===== src/rtl/cal_pkg.sv =====
// rtl/cal_pkg.sv - shared state type, constants and memory address helpers for cal_acquire
package cal_pkg;

  typedef enum logic [2:0] {
    S_IDLE,
    S_ACC_ZERO,
    S_ACC_REF,
    S_DIV,
    S_WRITE
  } state_t;

  localparam int N_CH       = 8;
  localparam int MULT_SHIFT = 10;
  localparam int UNITY_MULT = 1 << MULT_SHIFT;

  // Calibration memory layout: {ch, 0} holds the offset, {ch, 1} the multiplier.
  function automatic logic [3:0] cal_addr(input logic [2:0] ch, input logic is_mult);
    return {ch, is_mult};
  endfunction

  function automatic logic [2:0] addr_ch(input logic [3:0] addr);
    return addr[3:1];
  endfunction

  function automatic logic addr_is_mult(input logic [3:0] addr);
    return addr[0];
  endfunction

endpackage


===== src/rtl/cal_div.sv =====
// rtl/cal_div.sv - sequential unsigned restoring divider, one quotient bit per cycle
module cal_div #(
  parameter int DW = 26,
  parameter int VW = 16
) (
  input  logic          clk,
  input  logic          rst_n,
  input  logic          start,
  input  logic [DW-1:0] dividend,
  input  logic [VW-1:0] divisor,
  output logic          busy,
  output logic [DW-1:0] quotient,
  output logic          valid
);

  localparam int CW = $clog2(DW + 1);

  logic [DW-1:0] quo_q;
  logic [VW-1:0] rem_q;
  logic [VW-1:0] dvs_q;
  logic [CW-1:0] cnt_q;
  logic          busy_q;
  logic          valid_q;
  logic [VW:0]   shifted;
  logic          take;

  always_comb begin
    shifted = {rem_q, quo_q[DW-1]};
    take    = (shifted >= {1'b0, dvs_q});
  end

  always_ff @(posedge clk or negedge rst_n) begin
    if (!rst_n) begin
      quo_q   <= '0;
      rem_q   <= '0;
      dvs_q   <= '0;
      cnt_q   <= '0;
      busy_q  <= 1'b0;
      valid_q <= 1'b0;
    end else begin
      valid_q <= 1'b0;
      if (start) begin
        quo_q  <= dividend;
        rem_q  <= '0;
        dvs_q  <= divisor;
        cnt_q  <= CW'(DW);
        busy_q <= 1'b1;
      end else if (busy_q) begin
        // The partial remainder always stays below the divisor, so VW bits suffice.
        quo_q <= {quo_q[DW-2:0], take};
        rem_q <= take ? VW'(shifted - {1'b0, dvs_q}) : shifted[VW-1:0];
        cnt_q <= cnt_q - CW'(1);
        if (cnt_q == CW'(1)) begin
          busy_q  <= 1'b0;
          valid_q <= 1'b1;
        end
      end
    end
  end

  assign busy     = busy_q;
  assign quotient = quo_q;
  assign valid    = valid_q;

endmodule


===== src/rtl/cal_acquire.sv =====
// rtl/cal_acquire.sv - offset/gain acquisition writing the 16-word calibration memory
// Optional CAL_TIMEOUT_EN: 16-bit sample_clk watchdog that aborts a stalled ACC phase.
module cal_acquire
  import cal_pkg::*;
#(
  parameter int W          = 16,
  parameter int LOG2_N_AVG = 8,
  parameter int REF_TARGET = 16000
) (
  input  logic         clk,
  input  logic         rst_n,
  input  logic         sample_clk,
  input  logic [W-1:0] in0,
  input  logic [W-1:0] in1,
  input  logic [W-1:0] in2,
  input  logic [W-1:0] in3,
  input  logic [W-1:0] in4,
  input  logic [W-1:0] in5,
  input  logic [W-1:0] in6,
  input  logic [W-1:0] in7,
  input  logic         start_zero,
  input  logic         start_ref,
  output logic         busy,
  output logic         zero_valid,
  output logic         done,
  output logic         err,
  output logic [3:0]   mem_addr,
  output logic [W-1:0] mem_wdata,
  output logic         mem_we,
  input  logic         mem_ready
);

  localparam int AW = W + LOG2_N_AVG;
  localparam int DW = W + MULT_SHIFT;
  localparam logic [DW-1:0] DIVIDEND = DW'(REF_TARGET) << MULT_SHIFT;
  localparam logic [W-1:0]  SAT_MAX  = {1'b0, {(W-1){1'b1}}};

  logic signed [W-1:0]  in_w   [N_CH];
  logic signed [AW-1:0] sum_w  [N_CH];
  logic signed [W-1:0]  mean_w [N_CH];
  logic signed [AW-1:0] acc_q  [N_CH];
  logic signed [W-1:0]  off_q  [N_CH];
  logic signed [W-1:0]  avg_q  [N_CH];
  logic [W-1:0]         mult_q [N_CH];

  state_t                state_q;
  logic                  sclk_q;
  logic                  edge_w;
  logic [LOG2_N_AVG-1:0] cnt_q;
  logic [2:0]            ch_q;
  logic                  div_run_q;
  logic signed [W:0]     denom_w;
  logic                  denom_pos;
  logic                  div_start;
  logic                  div_busy;
  logic                  div_valid;
  logic [DW-1:0]         div_quo;
  logic [W-1:0]          sat_w;
  logic [3:0]            nxt_addr_w;
  logic [W-1:0]          word_w;

  logic         busy_q, zero_valid_q, done_q, err_q, mem_we_q;
  logic [3:0]   mem_addr_q;
  logic [W-1:0] mem_wdata_q;
`ifdef CAL_TIMEOUT_EN
  logic [15:0]  wd_q;
`endif

  assign in_w[0] = in0;
  assign in_w[1] = in1;
  assign in_w[2] = in2;
  assign in_w[3] = in3;
  assign in_w[4] = in4;
  assign in_w[5] = in5;
  assign in_w[6] = in6;
  assign in_w[7] = in7;

  assign edge_w = sample_clk & ~sclk_q;

  always_comb begin
    for (int c = 0; c < N_CH; c++) begin
      sum_w[c]  = acc_q[c] + {{LOG2_N_AVG{in_w[c][W-1]}}, in_w[c]};
      mean_w[c] = W'(sum_w[c] >>> LOG2_N_AVG);
    end
  end

  // Gain denominator is one bit wider than a sample so avg - offset never wraps.
  always_comb begin
    denom_w   = {avg_q[ch_q][W-1], avg_q[ch_q]} - {off_q[ch_q][W-1], off_q[ch_q]};
    denom_pos = !denom_w[W] && (denom_w != '0);
    div_start = (state_q == S_DIV) && !div_run_q && denom_pos && !div_busy;
    sat_w     = (div_quo[DW-1:W-1] != '0) ? SAT_MAX : div_quo[W-1:0];
  end

  always_comb begin
    nxt_addr_w = (state_q == S_WRITE) ? mem_addr_q + 4'd1 : cal_addr(3'd0, 1'b0);
    word_w     = addr_is_mult(nxt_addr_w) ? mult_q[addr_ch(nxt_addr_w)]
                                          : off_q[addr_ch(nxt_addr_w)];
  end

  cal_div #(.DW(DW), .VW(W)) u_div (
    .clk      (clk),
    .rst_n    (rst_n),
    .start    (div_start),
    .dividend (DIVIDEND),
    .divisor  (denom_w[W-1:0]),
    .busy     (div_busy),
    .quotient (div_quo),
    .valid    (div_valid)
  );

  always_ff @(posedge clk or negedge rst_n) begin
    if (!rst_n) begin
      state_q      <= S_IDLE;
      sclk_q       <= 1'b0;
      cnt_q        <= '0;
      ch_q         <= '0;
      div_run_q    <= 1'b0;
      busy_q       <= 1'b0;
      zero_valid_q <= 1'b0;
      done_q       <= 1'b0;
      err_q        <= 1'b0;
      mem_we_q     <= 1'b0;
      mem_addr_q   <= '0;
      mem_wdata_q  <= '0;
      for (int c = 0; c < N_CH; c++) begin
        acc_q[c]  <= '0;
        off_q[c]  <= '0;
        avg_q[c]  <= '0;
        mult_q[c] <= '0;
      end
`ifdef CAL_TIMEOUT_EN
      wd_q <= '0;
`endif
    end else begin
      sclk_q <= sample_clk;
      done_q <= 1'b0;
      case (state_q)
        S_IDLE: begin
          if (start_zero || (start_ref && zero_valid_q)) begin
            state_q <= start_zero ? S_ACC_ZERO : S_ACC_REF;
            busy_q  <= 1'b1;
            err_q   <= 1'b0;
            cnt_q   <= '0;
            for (int c = 0; c < N_CH; c++) acc_q[c] <= '0;
`ifdef CAL_TIMEOUT_EN
            wd_q <= '0;
`endif
          end else if (start_ref) begin
            err_q <= 1'b1;
          end
        end

        S_ACC_ZERO, S_ACC_REF: begin
          if (edge_w) begin
            cnt_q <= cnt_q + 1'b1;
            for (int c = 0; c < N_CH; c++) acc_q[c] <= sum_w[c];
            if (&cnt_q) begin
              if (state_q == S_ACC_ZERO) begin
                for (int c = 0; c < N_CH; c++) off_q[c] <= mean_w[c];
                zero_valid_q <= 1'b1;
                state_q      <= S_IDLE;
                busy_q       <= 1'b0;
              end else begin
                for (int c = 0; c < N_CH; c++) avg_q[c] <= mean_w[c];
                ch_q      <= '0;
                div_run_q <= 1'b0;
                state_q   <= S_DIV;
              end
            end
          end
`ifdef CAL_TIMEOUT_EN
          if (edge_w) begin
            wd_q <= '0;
          end else if (wd_q == 16'hFFFF) begin
            err_q   <= 1'b1;
            state_q <= S_IDLE;
            busy_q  <= 1'b0;
          end else begin
            wd_q <= wd_q + 16'd1;
          end
`endif
        end

        S_DIV: begin
          if ((!div_run_q && !denom_pos) || (div_run_q && div_valid)) begin
            mult_q[ch_q] <= div_run_q ? sat_w : W'(UNITY_MULT);
            if (!div_run_q) err_q <= 1'b1;
            div_run_q <= 1'b0;
            if (ch_q == 3'(N_CH - 1)) begin
              state_q     <= S_WRITE;
              mem_we_q    <= 1'b1;
              mem_addr_q  <= nxt_addr_w;
              mem_wdata_q <= word_w;
            end else begin
              ch_q <= ch_q + 3'd1;
            end
          end else if (div_start) begin
            div_run_q <= 1'b1;
          end
        end

        S_WRITE: begin
          if (mem_ready) begin
            if (mem_addr_q == 4'd15) begin
              mem_we_q <= 1'b0;
              done_q   <= 1'b1;
              busy_q   <= 1'b0;
              state_q  <= S_IDLE;
            end else begin
              mem_addr_q  <= nxt_addr_w;
              mem_wdata_q <= word_w;
            end
          end
        end

        default: begin
          state_q  <= S_IDLE;
          busy_q   <= 1'b0;
          mem_we_q <= 1'b0;
        end
      endcase
    end
  end

  assign busy       = busy_q;
  assign zero_valid = zero_valid_q;
  assign done       = done_q;
  assign err        = err_q;
  assign mem_we     = mem_we_q;
  assign mem_addr   = mem_addr_q;
  assign mem_wdata  = mem_wdata_q;

endmodule


===== config.mk =====
export PLATFORM = sky130hd
export DESIGN_NAME = cal_acquire
export DESIGN_NICKNAME = d
export VERILOG_FILES = /design/src/rtl/cal_pkg.sv /design/src/rtl/cal_div.sv /design/src/rtl/cal_acquire.sv
export SDC_FILE = /design/constraint.sdc
export NUM_CORES = 2
export LEC_CHECK = 0
export CAP_MARGIN = 20
export CORE_MARGIN = 2
export CORE_UTILIZATION = 38
export CTS_CLUSTER_SIZE = 16
export DETAILED_ROUTE_END_ITERATION = 12
export GPL_ROUTABILITY_DRIVEN = 0
export SLEW_MARGIN = 20
export SYNTH_ARGS = -nofsm -noshare
export SYNTH_HDL_FRONTEND = slang
export SYNTH_SLANG_ARGS = --single-unit
export TNS_END_PERCENT = 100

===== constraint.sdc =====
create_clock -name clk -period 13.3 [get_ports clk]
set_input_delay 1.995 -clock clk [delete_from_list [all_inputs] [get_ports clk]]
set_output_delay 1.995 -clock clk [all_outputs]
set_load 0.005 [all_outputs]

==> Yosys cells after proc, flatten, opt, wreduce, memory -nomap -nowiden <==
Cells that the tools add are included.
{ "totals": {"wordCells": 220, "reg_bits": 682, "in_bits": 134} }
{ "op_classes": {"muxes": 88, "n_lt_le_gt_ge": 4, "n_addsub": 14, "bitwise_logic": 7, "reduce_logical": 36, "n_eq_ne": 21} }
{ "ops": {"columns": ["operator", "n"], "rows": [
  ["$mux 192", 2],
  ["$pmux 192 s2", 1],
  ["$mux 16", 19],
  ["$add 24x24->24", 8],
  ["$bmux 16 s3", 4],
  ["$bwmux 128", 1],
  ["$mux 26", 2],
  ["$demux 16 s3", 1],
  ["$mux 3", 12],
  ["$pmux 16 s2", 1],
  ["$mux 1", 26],
  ["$reduce_and 11->1", 2],
  ["$mux 4", 5],
  ["$ne 2x2->1 const B", 9],
  ["$ge 17x16->1", 1],
  ["$reduce_bool 17->1", 1],
  ["$sub 16x16->17", 1],
  ["$mux 8", 2],
  ["$pmux 8 s2", 1],
  ["$sub 16x16->16", 1],
  ["$reduce_and 5->1", 3],
  ["$reduce_and 7->1", 2],
  ["$pmux 3 s4", 1],
  ["$reduce_bool 11->1", 1],
  ["36 further kinds", 63]
]} }

==> Depth between registers and ports, before layout <==
{ "depth": {"depth_word": 12, "mapped_depth": 22} }

==> Hierarchy <==
Synthesis repeated with hierarchy kept, for this count alone.
{ "hier_totals": {"hier_cells": 4092, "area_unflattened_um2": 40421.3} }
{ "modules_own_cells": {"columns": ["module", "n_inst", "area_each_um2", "cells_per_inst", "seq_area_each_um2"], "rows": [
  ["cal_acquire", 1, 36583.8, 3677, 15439.8],
  ["cal_div", 1, 3837.4, 415, 1626.6]
]} }

==> Worst setup path before layout <==
OpenSTA, ideal clock, no wires.
{ "synth_timing": {"kind": "register to register", "from": "register ch_q[0]", "to": "register mult_q[118] in the netlist's numbering", "t_required_ns": 13.172, "stages_incl_launch_ff": 23, "period_less_slack_ns": 5.347, "n_path_buf": 7, "arrival_ns": 5.220, "slack_ns": 7.953, "setup_ns": 0.128, "path_cell_list": "dfrtp_1 -> clkbuf_1 -> and3_1 -> clkbuf_1 -> clkbuf_1 -> buf_1 -> a22oi_1 -> and3_1 -> ha_1 -> fa_1 -> nor2b_1 -> o31a_1 -> o211ai_1 -> a22oi_1 -> xnor2_1 -> o2111ai_1 -> or4_1 -> buf_2 -> a211oi_4 -> and2_1 -> buf_2 -> buf_4 -> mux2_1"} }
{ "synth_between": {"elab_chain_cells": 11} }
{ "synth_lines": {"columns": ["element", "line_no", "rtl"], "rows": [
  ["from (decl)", "cal_acquire.sv:50", "logic [2:0] ch_q;"],
  ["from (signal assigned)", "cal_acquire.sv:196", "ch_q <= ch_q + 3'd1;"],
  ["$not 3->4 *", "cal_acquire.sv:89, cal_acquire.sv:187", null],
  ["$bmux 16 s3", "cal_acquire.sv:89", "denom_w = {avg_q[ch_q][W-1], avg_q[ch_q]} - {off_q[ch_q][W-1], off_q[ch_q]};"],
  ["$mux 16 (not written as such) (2 in series)", "cal_acquire.sv:89", null],
  ["$sub 16x16->17", "cal_acquire.sv:89", null],
  ["$reduce_bool 17->1 or $logic_not 1->1 (tied branches)", "cal_acquire.sv:90", "denom_pos = !denom_w[W] && (denom_w != '0);"],
  ["$logic_and 1x1->1", "cal_acquire.sv:90", null],
  ["$logic_not 1->1", "cal_acquire.sv:186", "if ((!div_run_q && !denom_pos) || (div_run_q && div_valid)) begin"],
  ["$logic_and 1x1->1", "cal_acquire.sv:186", null],
  ["$logic_or 1x1->1", "cal_acquire.sv:186", null],
  ["$reduce_and 2->1 (no source line)", null, null],
  ["to (signal, indexed assignment)", "cal_acquire.sv:187", "mult_q[ch_q] <= div_run_q ? sat_w : W'(UNITY_MULT);"],
  ["to (decl)", "cal_acquire.sv:44", "logic [W-1:0] mult_q [N_CH];"]
]} }
Mark *: on every way between the ends. The rest lies on a longest branch, timed or not. The select of a mux whose other input is x is not followed.
A chain may end at the register's enable or synchronous reset.

==> Worst setup path after layout <==
{ "layout_timing": {"from": "register ch_q[1]", "to": "register mult_q[113] in the netlist's numbering"} }
Same word-level chain as after synthesis.

==> flow_summary.ini <==
[flow_run]
drv_cap = 0

[synthesis]
ys_types = 69
synth.area.top_cells = dfrtp_1, nand2_1, ha_1
ys_seq_area_share_pct = 44.3
synth_edf_count = 0
synth_top_area_share_pct = 44.3
synthArstFlopShare_pct = 100
ys_ff_latch = 682
synth_top_cell_by_area = dfrtp_1
synth_top_flop_cell = dfrtp_1
synth_nets = 4458
synth_warnings = 0
netlist_area_um2 = 38500
syn_area_per_cell_um2 = 9.42
postSynthCellCount = 4092

[detailed_routing]
routed_via_density = 5.60
drtIter0Drc = 2428
final_antenna_net_count = 0
via_count = 31189
wl_per_cell_um = 20.9
drc = 0
drt-total-wl_um = 117000
dr.pass1.iters = 7

[timing]
rsz0062_at_grt = false
fin_crit_ns = 6.27
fmax_mhz = 159
fin_setup_tns_ns = 0
worstMarginPinSlew_ns = 1.16
hold_ws_ns = 0.471
finalMaxSlewViolations = 0
finalHoldViolCount = 0
finalCritPeriodShare_pct = 47.2
clock-skew-final_ns = 0.0344
finalSetupViolations = 0
relSlewSlack_pct = 22.3

[layout]
fin_util_pct = 44.1
nets = 4519
syn_to_final_growth_pct = 14.8
drive_above_1_share_pct = 8.66
fin_area_um2 = 44300
layout_common_cells = nand2_1, dfrtp_1, o21ai_0
final_common_cell = nand2_1

[clock_tree]
cts_buffer_depth = 3
cts_num_sinks = 682
cts.clk_slew.worst_paths_ns = 0.06
cts-buffers-inserted = 79
ctsResizeCount = 0
cts_root_buffer = clkbuf_16
post_cts_buffers = 0
insertion_delay_ns = 0.66
htreeDepth = 3
hold_buffers = 0
cts_tree = done

[pwr]
p_leak_nw = 20.0
irDropWorstVdd_mv = 0.129
p_per_area_nw_per_um2 = 179
total_power_mw = 7.92

[floorplanning]
boundaryPins = 159
die_y_um = 322
start_util_pct = 38.4
die_w_um = 322
core-area_um2 = 100000
die_area_um2 = 104000
rows = 116

[global_route]
grt-ovfl-total = 0
grt_antenna_before_repair = 2
grt.total_usage_pct = 22.4
grt_pass1_vias = 30163
grt_pass1_wl_um = 181000
grt_start_max_net_pins = 153

[placed_design]
placed_area_um2 = 41500
portBuffers = 158
dp_hpwl_um = 80700

[setup_path]
critPathKind = flop to flop
endpoint_kind = flop
cpPeakStageDelay_ns = 0.86
crit_arrival_ns = 6.79
cp_slowest_cell = and2_1
crit_chain = nor3b_2, buf_4, a22o_1, a221oi_1, and3_1, ha_1, fa_1, nor2b_1, o31a_1, o211ai_1, a22oi_1, xnor2_1, o2111ai_1, or4_1, a211oi_4, and2_1, mux2_2
cp-start-kind = flop
worstPathRequired_ns = 13.81
cp_max_fo = 32

[status]
status = finished, final reports clean

[hold_path]
hp-class = flop to flop
-- stage by stage --
stage	setup slack (ns)	cells
final	7.03	5571
after global routing	6.70	5570
after CTS	7.12	5570
after detailed placement	7.12	5429
after global placement	7.19	5428
after floorplan	7.95	4092
-- metal layers --
layer / GRT usage [%] / part of all wire, % / routed length (um) / vias up
met5: 0 / 0.026 / 30 / -
met4: 10.5 / 5.1 / 5960 / 4
met3: 3.30 / 5.5 / 6450 / 248
met2: 35.9 / 46 / 53300 / 980
met1: 29.9 / 44 / 50900 / 15062
li1: - / - / - / 14895
-- critical path, delay by kind of cell, from the launching register on --
kind | cells | cell delay [ns]
buf+inv | 1 | 0.44
fa+ha+maj | 2 | 0.68
mux | 1 | 0.42
compound gates | 7 | 1.68
simple gates | 5 | 2.15
xor+xnor | 1 | 0.20
flops | 1 | 0.53
-- cells by family after synthesis --
| logic type | count (synthesis) | synth area share [%] |
|---|---|---|
| AND/OR/NAND/NOR | 1312 | 14.9 |
| AO/OA/AOI/OAI | 1172 | 19.9 |
| flip-flops | 682 | 44.3 |
| buffers and inverters | 299 | 2.97 |
| adder cells (fa/ha/maj) | 232 | 7.73 |
| XOR/XNOR | 199 | 4.52 |
| multiplexers | 196 | 5.72 |
-- final cells by class --
| cell class | count | area (um2) |
|---|---|---|
| Clock buffer | 106 | 2250 |
| Sequential cell | 682 | 17100 |
| Inverter | 75 | 282 |
| Tap cell | 1357 | 1700 |
| Multi-Input combinational cell | 3111 | 20500 |
| Timing Repair Buffer | 204 | 1950 |
| Fill cell | 9669 | 56000 |
| Clock inverter | 35 | 544 |
| Antenna cell | 1 | 2.50 |
-- flip-flops by register name, indices dropped and copies added (netlist names), 3 cells and up --
| signal | cells |
|---|---|
| acc_q | 192 |
| avg_q | 128 |
| mult_q | 128 |
| off_q | 128 |
| u_div.quotient | 26 |
| mem_wdata | 16 |
| u_div.dvs_q | 16 |
| u_div.rem_q | 16 |
| cnt_q | 8 |
| u_div.cnt_q | 5 |
| mem_addr | 4 |
| ch_q | 3 |
| state_q | 3 |
-- synth_stat cells, types with 9 or more instances --
master	count
inv_1	74
a311oi_1	37
or3_1	13
mux2_1	54
nor3_1	32
ha_1	222
nor2_1	152
buf_2	9
o41ai_1	13
a22o_1	71
buf_1	21
a211o_1	15
or4_1	9
a21oi_1	148
a21o_1	80
a22oi_1	114
clkbuf_1	192
o21bai_1	18
a311o_1	18
nand3_1	151
xnor2_1	111
and3_1	61
a211oi_1	29
o21ai_0	416
nor4_1	9
and2_1	21
or2_2	9
dfrtp_1	682
mux2_2	139
a221oi_1	16
nor2b_1	22
nand2b_1	28
a2111oi_0	9
o21a_1	35
a31oi_1	38
xor2_1	88
nand2_1	759
fa_1	10
o31ai_1	40
nand4_1	30
-- path summary, 6_finish.rpt --
check	start	endpoint	slack, ns	cells after the start
max	ch_q[1]	mult_q[113]	7.03	17
min	acc_q[120]	acc_q[120]	0.47	2
max reg2reg	ch_q[1]	mult_q[113]	7.03	17
min reg2reg	acc_q[120]	acc_q[120]	0.47	2
max in group asynchronous	rst_n	off_q[49]	9.14	4
min in group asynchronous	rst_n	u_div.cnt_q[3]	1.31	1
-- report_power, final --
group | switching [mW] | internal, mW
registers | 0.181 | 2.37
logic | 1.89 | 1.14
clock network | 0.923 | 1.41
Power figures use the tool's default switching activity.
